==> src/rtl/mem_stage_if.sv <==
// mem_stage_if: bundles the MEM-stage pipeline signals.
//   EX side : ex_to_mem_valid, ex_to_mem_wire[72:0] in; mem_allowin out
//   WB side : mem_to_wb_valid, mem_to_wb_wire[69:0] out; wb_allowin in
//   SRAM    : data_sram_data_ok, data_sram_rdata[31:0] in
//   ID side : mem_rf_zip[38:0] out (forwarding / load-wait bundle)
// Modport slave is the MEM stage itself; master is the surrounding pipeline.
interface mem_stage_if;
  logic        mem_allowin;
  logic        ex_to_mem_valid;
  logic [72:0] ex_to_mem_wire;
  logic        wb_allowin;
  logic        mem_to_wb_valid;
  logic [69:0] mem_to_wb_wire;
  logic        data_sram_data_ok;
  logic [31:0] data_sram_rdata;
  logic [38:0] mem_rf_zip;

  modport slave (
    output mem_allowin, mem_to_wb_valid, mem_to_wb_wire, mem_rf_zip,
    input  ex_to_mem_valid, ex_to_mem_wire, wb_allowin,
           data_sram_data_ok, data_sram_rdata
  );

  modport master (
    input  mem_allowin, mem_to_wb_valid, mem_to_wb_wire, mem_rf_zip,
    output ex_to_mem_valid, ex_to_mem_wire, wb_allowin,
           data_sram_data_ok, data_sram_rdata
  );
endinterface

==> src/rtl/mem_stage.sv <==
// mem_stage: memory-access pipeline stage between EX and WB.
// Latches the EX payload, waits for the data SRAM response on loads,
// aligns and extends the load data, and hands {rf_we, rf_waddr, rf_wdata, pc}
// to WB over the valid/allowin handshake. A load response that arrives while
// WB is stalled is parked in a one-entry buffer.
// Ports:
//   clk    - rising-edge clock
//   resetn - asynchronous active-low reset
//   bus    - mem_stage_if.slave (EX, WB, data SRAM and ID forwarding signals)
module mem_stage (
  input logic        clk,
  input logic        resetn,
  mem_stage_if.slave bus
);

  logic        mem_valid_reg;
  logic [72:0] payload_reg;
  logic [31:0] rdata_buf_reg;
  logic        rdata_buf_valid_reg;

  // payload fields
  logic [2:0]  ld_type;
  logic        rf_we;
  logic [4:0]  rf_waddr;
  logic [31:0] alu_result;
  logic [31:0] pc;

  assign ld_type    = payload_reg[72:70];
  assign rf_we      = payload_reg[69];
  assign rf_waddr   = payload_reg[68:64];
  assign alu_result = payload_reg[63:32];
  assign pc         = payload_reg[31:0];

  logic is_load;
  logic mem_ready_go;
  logic handoff;
  logic buf_set;

  // Encodings 6 and 7 fall outside the load range and act as non-loads.
  assign is_load      = (ld_type >= 3'd1) && (ld_type <= 3'd5);
  assign mem_ready_go = ~is_load | bus.data_sram_data_ok | rdata_buf_valid_reg;
  assign bus.mem_allowin     = ~mem_valid_reg | (mem_ready_go & bus.wb_allowin);
  assign bus.mem_to_wb_valid = mem_valid_reg & mem_ready_go;
  assign handoff = bus.mem_to_wb_valid & bus.wb_allowin;
  // Only capture a live response that WB cannot take this cycle.
  assign buf_set = mem_valid_reg & is_load & bus.data_sram_data_ok &
                   ~rdata_buf_valid_reg & ~bus.wb_allowin;

  always_ff @(posedge clk or negedge resetn) begin
    if (!resetn) begin
      mem_valid_reg <= 1'b0;
      payload_reg   <= '0;
    end else if (bus.mem_allowin) begin
      mem_valid_reg <= bus.ex_to_mem_valid;
      if (bus.ex_to_mem_valid) begin
        payload_reg <= bus.ex_to_mem_wire;
      end
    end
  end

  always_ff @(posedge clk or negedge resetn) begin
    if (!resetn) begin
      rdata_buf_valid_reg <= 1'b0;
      rdata_buf_reg       <= '0;
    end else if (handoff) begin
      rdata_buf_valid_reg <= 1'b0;
    end else if (buf_set) begin
      rdata_buf_valid_reg <= 1'b1;
      rdata_buf_reg       <= bus.data_sram_rdata;
    end
  end

  // Load data alignment
  logic [31:0] raw;
  logic [1:0]  off;
  logic [7:0]  raw_byte [4];
  logic [7:0]  sel_byte;
  logic [15:0] sel_half;
  logic [31:0] aligned;
  logic [31:0] rf_wdata;

  // Once buffered, the SRAM bus may carry unrelated data, so prefer the buffer.
  assign raw = rdata_buf_valid_reg ? rdata_buf_reg : bus.data_sram_rdata;
  assign off = alu_result[1:0];

  genvar gi;
  generate
    for (gi = 0; gi < 4; gi++) begin : g_lane
      assign raw_byte[gi] = raw[8*gi +: 8];
    end
  endgenerate

  assign sel_byte = raw_byte[off];
  assign sel_half = off[1] ? raw[31:16] : raw[15:0];

  always_comb begin
    aligned = raw;
    case (ld_type)
      3'd1:    aligned = {{24{sel_byte[7]}}, sel_byte};
      3'd2:    aligned = {{16{sel_half[15]}}, sel_half};
      3'd4:    aligned = {24'd0, sel_byte};
      3'd5:    aligned = {16'd0, sel_half};
      default: aligned = raw;
    endcase
  end

  assign rf_wdata = is_load ? aligned : alu_result;

  logic mem_ld_wait;
  assign mem_ld_wait = mem_valid_reg & is_load & ~mem_ready_go;

  assign bus.mem_to_wb_wire = {rf_we, rf_waddr, rf_wdata, pc};
  assign bus.mem_rf_zip     = {mem_ld_wait, rf_we & mem_valid_reg, rf_waddr, rf_wdata};

endmodule

==> src/flat_wrapper.sv <==
// flat-port wrapper written by rule: the top's interface ports become plain ports
module mem_stage_flat 
  (clk, resetn, bus_mem_allowin, bus_mem_to_wb_valid, bus_mem_to_wb_wire, bus_mem_rf_zip, bus_ex_to_mem_valid, bus_ex_to_mem_wire, bus_wb_allowin, bus_data_sram_data_ok, bus_data_sram_rdata);
  mem_stage_if bus_i ();
  input logic clk;
  input logic resetn;
  output wire logic [$bits(bus_i.mem_allowin)-1:0] bus_mem_allowin;
  output wire logic [$bits(bus_i.mem_to_wb_valid)-1:0] bus_mem_to_wb_valid;
  output wire logic [$bits(bus_i.mem_to_wb_wire)-1:0] bus_mem_to_wb_wire;
  output wire logic [$bits(bus_i.mem_rf_zip)-1:0] bus_mem_rf_zip;
  input wire logic [$bits(bus_i.ex_to_mem_valid)-1:0] bus_ex_to_mem_valid;
  input wire logic [$bits(bus_i.ex_to_mem_wire)-1:0] bus_ex_to_mem_wire;
  input wire logic [$bits(bus_i.wb_allowin)-1:0] bus_wb_allowin;
  input wire logic [$bits(bus_i.data_sram_data_ok)-1:0] bus_data_sram_data_ok;
  input wire logic [$bits(bus_i.data_sram_rdata)-1:0] bus_data_sram_rdata;
  assign bus_mem_allowin = bus_i.mem_allowin;
  assign bus_mem_to_wb_valid = bus_i.mem_to_wb_valid;
  assign bus_mem_to_wb_wire = bus_i.mem_to_wb_wire;
  assign bus_mem_rf_zip = bus_i.mem_rf_zip;
  assign bus_i.ex_to_mem_valid = bus_ex_to_mem_valid;
  assign bus_i.ex_to_mem_wire = bus_ex_to_mem_wire;
  assign bus_i.wb_allowin = bus_wb_allowin;
  assign bus_i.data_sram_data_ok = bus_data_sram_data_ok;
  assign bus_i.data_sram_rdata = bus_data_sram_rdata;
  mem_stage u_core (.clk(clk), .resetn(resetn), .bus(bus_i));
endmodule
==> config.mk <==
export PLATFORM = sky130hd
export DESIGN_NAME = mem_stage_flat
export DESIGN_NICKNAME = d
export VERILOG_FILES = /design/src/rtl/mem_stage_if.sv /design/src/rtl/mem_stage.sv /design/src/flat_wrapper.sv
export SDC_FILE = /design/constraint.sdc
export NUM_CORES = 1
export LEC_CHECK = 0
export CORE_MARGIN = 5
export CORE_UTILIZATION = 25
export CTS_CLUSTER_DIAMETER = 120
export CTS_CLUSTER_SIZE = 14
export DETAILED_ROUTE_END_ITERATION = 12
export PLACE_DENSITY_LB_ADDON = 0.25
export SLEW_MARGIN = 20
export SYNTH_ARGS = -nofsm -noshare
export SYNTH_HDL_FRONTEND = slang
export SYNTH_SLANG_ARGS = --single-unit
==> constraint.sdc <==
create_clock -name clk -period 3.2 [get_ports clk]
set_input_delay 0.96 -clock clk [delete_from_list [all_inputs] [get_ports clk]]
set_output_delay 0.96 -clock clk [all_outputs]
set_load 0.03 [all_outputs]
======== After elaboration in Yosys (flattened, before gate mapping) ========
Index checks and enable logic that the tools add are counted.
Widths: inputs -> output; s select.
word-level totals
  register bits after elaboration ......... 107
  bits of input ports ..................... 110
cells by class
  magnitude comparators ................... 3
  eq/ne operators ......................... 4
  mux-type cells .......................... 9
  bitwise gates (word level) .............. 19
  reductions and logical operators ........ 4
operators with widths
  operator            number
  $pmux 32 s4         1
  $mux 32             2
  $bmux 8 s2          1
  $mux 16             1
  $mux 8              2
  $and 1x1->1         9
  $eq 3x3->1 const B  2
  $not 1->1           6
  $reduce_and 2->1    2
  $eq 3x1->1 const B  1
  $eq 3x2->1 const B  1
  $ge 3x1->1 const B  1
  $ge 3x3->1 const B  1
  $le 3x3->1 const B  1
  $not 2->3           1
  $or 1x1->1          3
  $mux 1              2
  $reduce_bool 2->1   1
  $logic_and 1x1->1   1

======== Logic depth before layout (Yosys ltp) ========
Gate-level depths: netlist of the first run.
  word-level depth ........................ 9
  gate-level depth with buffers ........... 9
  depth with buffers taken out ............ 5

======== Worst setup path after synthesis of the first run ========
No wires, ideal clock.
  kind .................................... input -> output
  start ................................... input bus_data_sram_rdata[31]
  end ..................................... output bus_mem_to_wb_wire[42]
  arrival ................................. 2.987 ns
  path slack .............................. -0.747 ns
  stages on the path ...................... 6
  path buffers ............................ 1
  path through ............................ mux2i_1 a2bb2o_4 o21a_1 o31a_1 o311ai_1 buf_4
between the ends
  word-level cells in the longest chain between the ends .. 6
ends and longest elaborated chain
  what                                       RTL line            source
  start, declared                            flat_wrapper.sv:15  input wire logic [$bits(bus_i.data_sram_rdata)-1:0] bus_data_sram_rdata;
  $mux 32                                    mem_stage.sv:83     assign raw = rdata_buf_valid_reg ? rdata_buf_reg : bus.data_sram_rdata;
  $bmux 8 s2                                 mem_stage.sv:93     assign sel_byte = raw_byte[off];
  $mux 8 (implied by the code) (2 in a row)  mem_stage.sv:93
  $pmux 32 s4                                mem_stage.sv:98     case (ld_type)
  $mux 32                                    mem_stage.sv:107    assign rf_wdata = is_load ? aligned : alu_result;
  end, declared                              flat_wrapper.sv:9   output wire logic [$bits(bus_i.mem_to_wb_wire)-1:0] bus_mem_to_wb_wire;
No other way between the ends. The select of a mux whose other input is x is not followed.

======== Worst setup path in the final report of the first run ========
  start ................................... input bus_data_sram_rdata[23]
  end ..................................... output bus_mem_rf_zip[19]
between the ends
  word-level cells in the longest chain between the ends .. 6
ends and longest elaborated chain
  what                                       RTL line            source
  $mux 32                                    mem_stage.sv:83
  $bmux 8 s2                                 mem_stage.sv:93
  $mux 8 (implied by the code) (2 in a row)  mem_stage.sv:93
  $pmux 32 s4                                mem_stage.sv:98
  $mux 32                                    mem_stage.sv:107
  end, declared                              flat_wrapper.sv:10  output wire logic [$bits(bus_i.mem_rf_zip)-1:0] bus_mem_rf_zip;
No other way between the ends. The select of a mux whose other input is x is not followed.

==> results of run 1 <==
[placed cells by master (no fill, tap or decap), types with 12 or more instances in the layout]
cell | netlist | final
clkdlybuf4s50_1 | 0 | 120
dfrtp_1 | 107 | 105
buf_4 | 81 | 88
buf_6 | 14 | 73
mux2_4 | 70 | 71
mux2_2 | 39 | 38
nor2_1 | 39 | 36
mux2i_1 | 50 | 31
buf_12 | 0 | 22
nand2_1 | 22 | 21
o22a_4 | 0 | 16
dlygate4sd2_1 | 0 | 14
nor3_1 | 14 | 12
[cells in the mapped netlist, types with 4 or more instances]
cell type / count / area share
dfrtp_1: 107 / 0.38
buf_4: 81 / 0.085
mux2_4: 70 / 0.15
mux2i_1: 50 / 0.070
mux2_2: 39 / 0.062
nor2_1: 39 / 0.021
nand2_1: 22 / 0.012
o21ai_0: 19 / 0.013
o22a_1: 18 / 0.022
buf_6: 14 / 0.022
nor3_1: 14 / 0.0098
clkbuf_1: 13 / 0.0068
buf_2: 12 / 0.0084
and2_1: 10 / 0.0088
mux4_2: 7 / 0.022
o31ai_1: 7 / 0.0074
a2111oi_0: 6 / 0.0074
a211o_1: 6 / 0.0074
a222oi_1: 5 / 0.0070
a22oi_1: 5 / 0.0053
o22ai_1: 5 / 0.0044
inv_1: 4 / 0.0021
nand2b_1: 4 / 0.0035
nand3_1: 4 / 0.0028
nor2b_1: 4 / 0.0035
[cell families after synthesis]
kind of cell,count (synthesis),share of synthesized area
muxes,167,0.303
AOI/OAI and AO/OA,105,0.119
and+or+nand+nor,110,0.0760
DFF,107,0.375
buffers and inverters,126,0.126
adders and majority gates,1,0.00140
[power breakdown]
| part | switching (µW) | internal [µW] |
|---|---|---|
| registers | 398 | 1830 |
| logic | 4160 | 4230 |
| clock network | 553 | 654 |
| total | 5110 | 6720 |
[worst reg2reg max path, stage by stage (launching register included)]
cell,delay (ns)
dfrtp_2,0.44
buf_12,0.16
bufbuf_16,0.31
o41ai_2,0.41
nand2_2,0.18
and2_4,0.22
buf_12,0.22
mux2_4,0.40
[stage by stage]
stage	instances	setup TNS (ns)	util
final	1230	-24.18	0.396
after global routing	1229	-26.90	0.396
after CTS	1217	-23.57	0.388
after detailed placement	1183	-56.72	0.357
after global placement	1183	-55.01	0.357
after floorplan	616	-8.22	-
[worst max-delay path by stage]
stage	startpoint	end	cells past startpoint
6_report	bus_data_sram_rdata[23]	bus_mem_rf_zip[19]	8
5_1_grt	bus_data_sram_rdata[23]	bus_mem_to_wb_wire[50]	8
4_1_cts	bus_data_sram_rdata[23]	bus_mem_rf_zip[31]	9
3_5_place_dp	bus_data_sram_rdata[23]	bus_mem_rf_zip[30]	7
3_3_place_gp	bus_data_sram_rdata[23]	bus_mem_rf_zip[22]	7
2_1_floorplan	bus_data_sram_rdata[20]	bus_mem_to_wb_wire[36]	6
[timing repair]
action,CTS,global route
resized for setup,360,38
gates cloned,3,1
pin swaps,33,28
buffers inserted,16,12
hold buffers,0,0
endpoints found under the hold margin,0,0
setup endpoints to repair,64,66
[routing by layer]
| layer | wire (µm) | up-vias | track usage | part of all wire |
|---|---|---|---|---|
| met4 | 320 | 4 | 0.0387 | 0.013 |
| met2 | 11300 | 168 | 0.234 | 0.47 |
| met1 | 11000 | 2824 | 0.210 | 0.46 |
| li1 | - | 2659 | - | - |
| met3 | 1550 | 19 | 0.0318 | 0.064 |
| met5 | 19 | - | 0 | 0.00079 |
[final cells by class]
type,instances,share of cell area
Antenna cell,1,0.000226
Clock buffer,11,0.0228
Clock inverter,5,0.00541
Inverter,5,0.00237
Multi-Input combinational cell,384,0.367
Sequential cell,107,0.242
Tap cell,378,0.0426
Timing Repair Buffer,339,0.318
==> impl_results.md, run 1 <==
* Area growth syn-to-layout at 55.6%
* Vias in the first global route at 5909
* Family with the most delay on the worst path: compound AO/OA/AOI/OAI gates
* Final Power at 11800 µW
* Worst Hold End: u_core.rdata_buf_reg[0]
* Antenna viol nets, final at 0
* CP bufs+invs at 3
* Post-Syn Area at 0.00713 mm²
* Slowest CP cell: mux4_2
* Worst endpoint data arrival time at 2.74 ns
* Final Instance Area at 0.0111 mm²
* Crit-path cells: buf_6 -> mux4_2 -> nor2_4 -> nor2_4 -> a211o_4 -> buf_6 -> o22a_4 -> buf_6
* FF-to-FF path depth at 7
* Maximum number of pins on one net before global-route repair at 52
* Reg2Reg Setup Slack at 0.75 ns
* Crit Path Class: primary input to output pin
* Crit start category: primary input
* Hold path depth at 1
* Total GRT Usage at 0.150
* Fmax at 0.271 GHz
* Synthesized instance count at 616
* Post-DP Area at 0.0100 mm²
* Seq/Total Area, Yosys at 0.375
* Total gr overflow at 0
* Clk buf depth at 2
* Final nets at 956
* IO Port Bufs at 220
* CTS root buf: clkbuf_16
* Minimum clock period at 3.70 ns
* Full die area at 0.0320 mm²
* Initial antenna violation count at 2
* Worst Path Required at 2.24 ns
* WHS at 0.514 ns
* RSZ-0062 raised after global routing: true
* First-pass iteration count of the detailed router at 5
* #FFs+latches synth at 107
* DRC Markers at 0
* Fin crit share at 1.15
* Num rows at 61
* Pins Over Slew Limit at 0
* Synth warn at 0
* Detail Placement HPWL at 17100 µm
* Core area at 0.0280 mm²
* Syn Area/Cell at 11.6 µm²
* First-pass GRT wire length at 36200 µm
* CTS tree: built
* I/O Pins at 221
* Post-synth EDFFs at 0
* Worst vdd ir at 614 µV
* CP endpoint kind: output pin
* Synth cell types at 59
* Final hold vios at 0
* Max_slew headroom at 0.651
* Final setup margin at -0.495 ns
* DR WL/cell at 19.7 µm
* Power density over the cells at 1070 mW/mm²
* Clk_lat worst skew at 0.36 ns
* Share of cells above drive strength 1 at 0.486
* Reg clk slew, reported paths at 0.07 ns
* Crit-path most repeated cell: buf_6
* Hold path startpoint: u_core.rdata_buf_reg[0]
* Hold WC Path Type: flop to flop
* Max Cap Viol at 0
* Top FF cell, synth: dfrtp_1
* Final Skew at 0.00594 ns
* Asr flop ratio synth at 1.00
* Total Wirelength at 24200 µm
* Max reg flops at 73
* Number of CTS-inserted buffers at 9
* Die H at 179 µm
* Final GP Congestion at 0.853
* Via Count at 5674
* Avg Vias per Cell at 4.61
* Reg2reg end: u_core.payload_reg[39]
* Mapped Nets at 726
* 1st-iter DRT viols at 345
* Final setup vio count at 62
* Worst Max-Slew Pin Slew at 0.524 ns
* Leakage at 0.00471 µW
* Pre-CTS setup slack at -1.17 ns
* Register Area at 0.00268 mm²
* Worst r2r src: u_core.rdata_buf_valid_reg
* Htree depth at 3
* Failing checks: setup timing
* Filler cell count at 2748
* Die span in x at 179 µm
* Clk sinks at 107
* Starting Density at 0.255
* CP max FO at 7
* Area of the multi-input gates at 0.00407 mm²
* Crit-path max cell delay at 0.52 ns
* Outcome: complete, but fails checks
Note: power is estimated with default switching activity, not from simulation.
==> run 2, diff against run 1 <==
--- a/config.mk
+++ b/config.mk
@@ -5,11 +5,13 @@
 export SDC_FILE = /design/constraint.sdc
 export NUM_CORES = 1
 export LEC_CHECK = 0
+export ABC_CLOCK_PERIOD_IN_PS = 3200
 export CORE_MARGIN = 5
 export CORE_UTILIZATION = 25
 export CTS_CLUSTER_DIAMETER = 120
 export CTS_CLUSTER_SIZE = 14
 export DETAILED_ROUTE_END_ITERATION = 12
+export GPL_ROUTABILITY_DRIVEN = 1
 export PLACE_DENSITY_LB_ADDON = 0.25
 export SLEW_MARGIN = 20
 export SYNTH_ARGS = -nofsm -noshare
==> results of run 2 <==
Same layout as run 1: the final DEF is identical, and so are final timing and power.
==> run 3, diff against run 2 <==
--- a/config.mk
+++ b/config.mk
@@ -5,7 +5,6 @@
 export SDC_FILE = /design/constraint.sdc
 export NUM_CORES = 1
 export LEC_CHECK = 0
-export ABC_CLOCK_PERIOD_IN_PS = 3200
 export CORE_MARGIN = 5
 export CORE_UTILIZATION = 25
 export CTS_CLUSTER_DIAMETER = 120
@@ -13,6 +12,7 @@
 export DETAILED_ROUTE_END_ITERATION = 12
 export GPL_ROUTABILITY_DRIVEN = 1
 export PLACE_DENSITY_LB_ADDON = 0.25
+export REMOVE_ABC_BUFFERS = 1
 export SLEW_MARGIN = 20
 export SYNTH_ARGS = -nofsm -noshare
 export SYNTH_HDL_FRONTEND = slang
==> run 3 against run 2 <==
The run still ends with setup timing left. Final cell count shrank 0.98%. Clock power is essentially flat. Critical path depth grew 2. Largest power group unchanged. Global-route usage shrank 0.18 points. Count of clock-buffer cells in the layout shrank 2. Final area shrank 2.6%. Routed wire length shrank 1.6%.
==> impl_results.md, run 3 (synthesis results as in run 1) <==
* Outcome: complete, but fails checks
* Failing checks: setup timing
* CP max FO at 5 (-2)
* Comb pwr share at 0.699 (-0.010)
* Worst Path Required at 2.24 ns (about the same)
* Total gr overflow at 0 (unchanged)
* CP endpoint kind: output pin
* CTS tree: built
* Clk_lat worst skew at 0.37 ns (about the same)
* Worst vdd ir at 547 µV (-11%)
* Clk buf depth at 2 (unchanged)
* Leakage at 0.00464 µW (-1.4%)
* Total GRT Usage at 0.148 (-0.00178)
* Worst endpoint data arrival time at 2.70 ns (-0.04 ns)
* Final Skew at 0.00895 ns (+0.00301 ns)
* Vias in the first global route at 6080 (+2.9%)
* Crit start category: primary input
* 1st-iter DRT viols at 393 (+14%)
* Full die area at 0.0320 mm² (unchanged)
* Hold WC Path Type: flop to flop
* Final setup vio count at 64 (+3.2%)
* RSZ-0062 raised after global routing: true
* Fmax at 0.273 GHz (+1.1%)
* Maximum number of pins on one net before global-route repair at 108 (+110%)
* Most frequent cells in the layout: 121 x clkdlybuf4s50_1, 103 x dfrtp_1, 82 x buf_4
* Max reg flops at 73 (unchanged)
* Core area at 0.0280 mm² (unchanged)
* Clk pwr share at 0.108 (+0.006)
* I/O Pins at 221 (unchanged)
* Share of cells above drive strength 1 at 0.452 (-0.0341)
* Reg clk slew, reported paths at 0.08 ns (about the same)
* Pins Over Slew Limit at 0 (unchanged)
* Power density over the cells at 1060 mW/mm² (-0.32%)
* Minimum clock period at 3.66 ns (-0.0384 ns)
* Fin crit share at 1.14 (-0.0120)
* Crit Path Class: primary input to output pin
* First-pass GRT wire length at 36100 µm (about the same)
* Hold buffer count at CTS at 0 (unchanged)
* DR WL/cell at 19.5 µm (-0.68%)
* Pre-CTS setup slack at -1.21 ns (-0.0395 ns)
* Setup TNS at -21.26 ns (+2.92 ns)
* Switching share of power at 0.439 (+0.00683)
* Area growth syn-to-layout at 51.5%
* Final setup margin at -0.457 ns (+0.0384 ns)
* Number of CTS-inserted buffers at 9 (unchanged)
* Max Cap Viol at 0 (unchanged)
* DRC Markers at 0 (unchanged)
* Total Wirelength at 23800 µm (-1.6%)
* CTS root buf: clkbuf_16
* Final GP Congestion at 0.797 (-6.6%)
* Int Power at 6450 µW (-4.1%)
* Num rows at 61 (unchanged)
* IO Port Bufs at 220 (unchanged)
* Avg Vias per Cell at 4.67 (+1.2%)
* Htree depth at 3 (unchanged)
* Die H at 179 µm (unchanged)
* Starting Density at 0.255 (unchanged)
* Initial antenna violation count at 4 (+2)
* Detail Placement HPWL at 16500 µm (-3.6%)
* Worst Max-Slew Pin Slew at 0.698 ns (+0.174 ns)
* Antenna viol nets, final at 0 (unchanged)
* Switch Pwr at 5040 µW (-1.4%)
* Final hold vios at 0 (unchanged)
* Commonest non-fill, non-tap cell in the layout: clkdlybuf4s50_1
* Via Count at 5688 (+0.25%)
* Final nets at 945 (-1.2%)
* First-pass iteration count of the detailed router at 5 (unchanged)
* Ant. Diodes at 0 (-1)
* Max_slew headroom at 0.530 (-0.121)
* Die span in x at 179 µm (unchanged)
* Seq pwr share at 0.193 (+0.004)
* Clk sinks at 107 (unchanged)
run 3: changes by cell type in the layout (fill, tap and decap cells not counted), sizes merged, moves of 3 or more:
cell and change:
clkdlybuf4s15 -3, inv +6, clkinvlp -3, buf -12
run 3: power by group through the flow:
stage	clock network, µW	logic [µW]	registers (µW)
after floorplan	0	3450	2590
after global placement	0	7080	2210
after detailed placement	0	7110	2200
after CTS	1310	7900	2200
after global routing	1340	8470	2280
final	1240	8040	2210
run 3: layout make-up:
class,count,area [µm²]
tap,378,473
clock inverter,7,92.6
fill,2738,17200
clock buffer,9,225
inverter,5,18.8
timing repair buffer,328,3420
sequential,107,2680
multi-input combinational,384,3890
run 3: final timing paths:
path,to,slack [ns],cells after the start,start
setup reg to reg,u_core.rdata_buf_reg[13],0.80,9,u_core.payload_reg[72]
hold reg to reg,u_core.rdata_buf_reg[16],0.51,1,u_core.rdata_buf_reg[16]
setup / recovery,bus_mem_rf_zip[10],-0.46,10,bus_data_sram_rdata[31]
max in group asynchronous,u_core.payload_reg[33],2.03,2,resetn
hold / removal,u_core.rdata_buf_reg[16],0.51,1,u_core.rdata_buf_reg[16]
min in group asynchronous,u_core.payload_reg[55],0.66,2,resetn
run 3: timing repair:
| item | in CTS | in global routing |
|---|---|---|
| setup endpoints to repair | 65 | 65 |
| gates resized for setup | 378 | 50 |
| pin swaps | 42 | 12 |
| setup buffers | 12 | 8 |
| cloned | 4 | 0 |
run 3: critical path, stage by stage:
cell      delay, ns
buf_2          0.11
mux2i_4        0.09
a2bb2o_4       0.22
buf_6          0.11
o21a_4         0.21
o31a_1         0.31
buf_12         0.16
o311ai_4       0.24
buf_6          0.17
buf_12         0.12
run 3: layer usage:
metal / global-route usage / up-vias / part of all wire
met1: 0.193 / 2820 / 0.44
met3: 0.0456 / 26 / 0.071
li1: - / 2630 / -
met4: 0.0336 / 8 / 0.013
met2: 0.240 / 204 / 0.47
met5: 0 / - / 0.0020
run 3: through the flow:
step	power, µW	cell area [µm²]	cells	hold slack [ns]	util
global route	12100	10800	1218	0.528	0.386
finish	11500	10800	1218	0.512	0.386
CTS	11400	10600	1210	0.518	0.379
detailed placement	9310	9790	1181	0.493	0.350
global placement	9280	9790	1181	0.488	0.350
floorplan	6040	6250	495	0.480	-
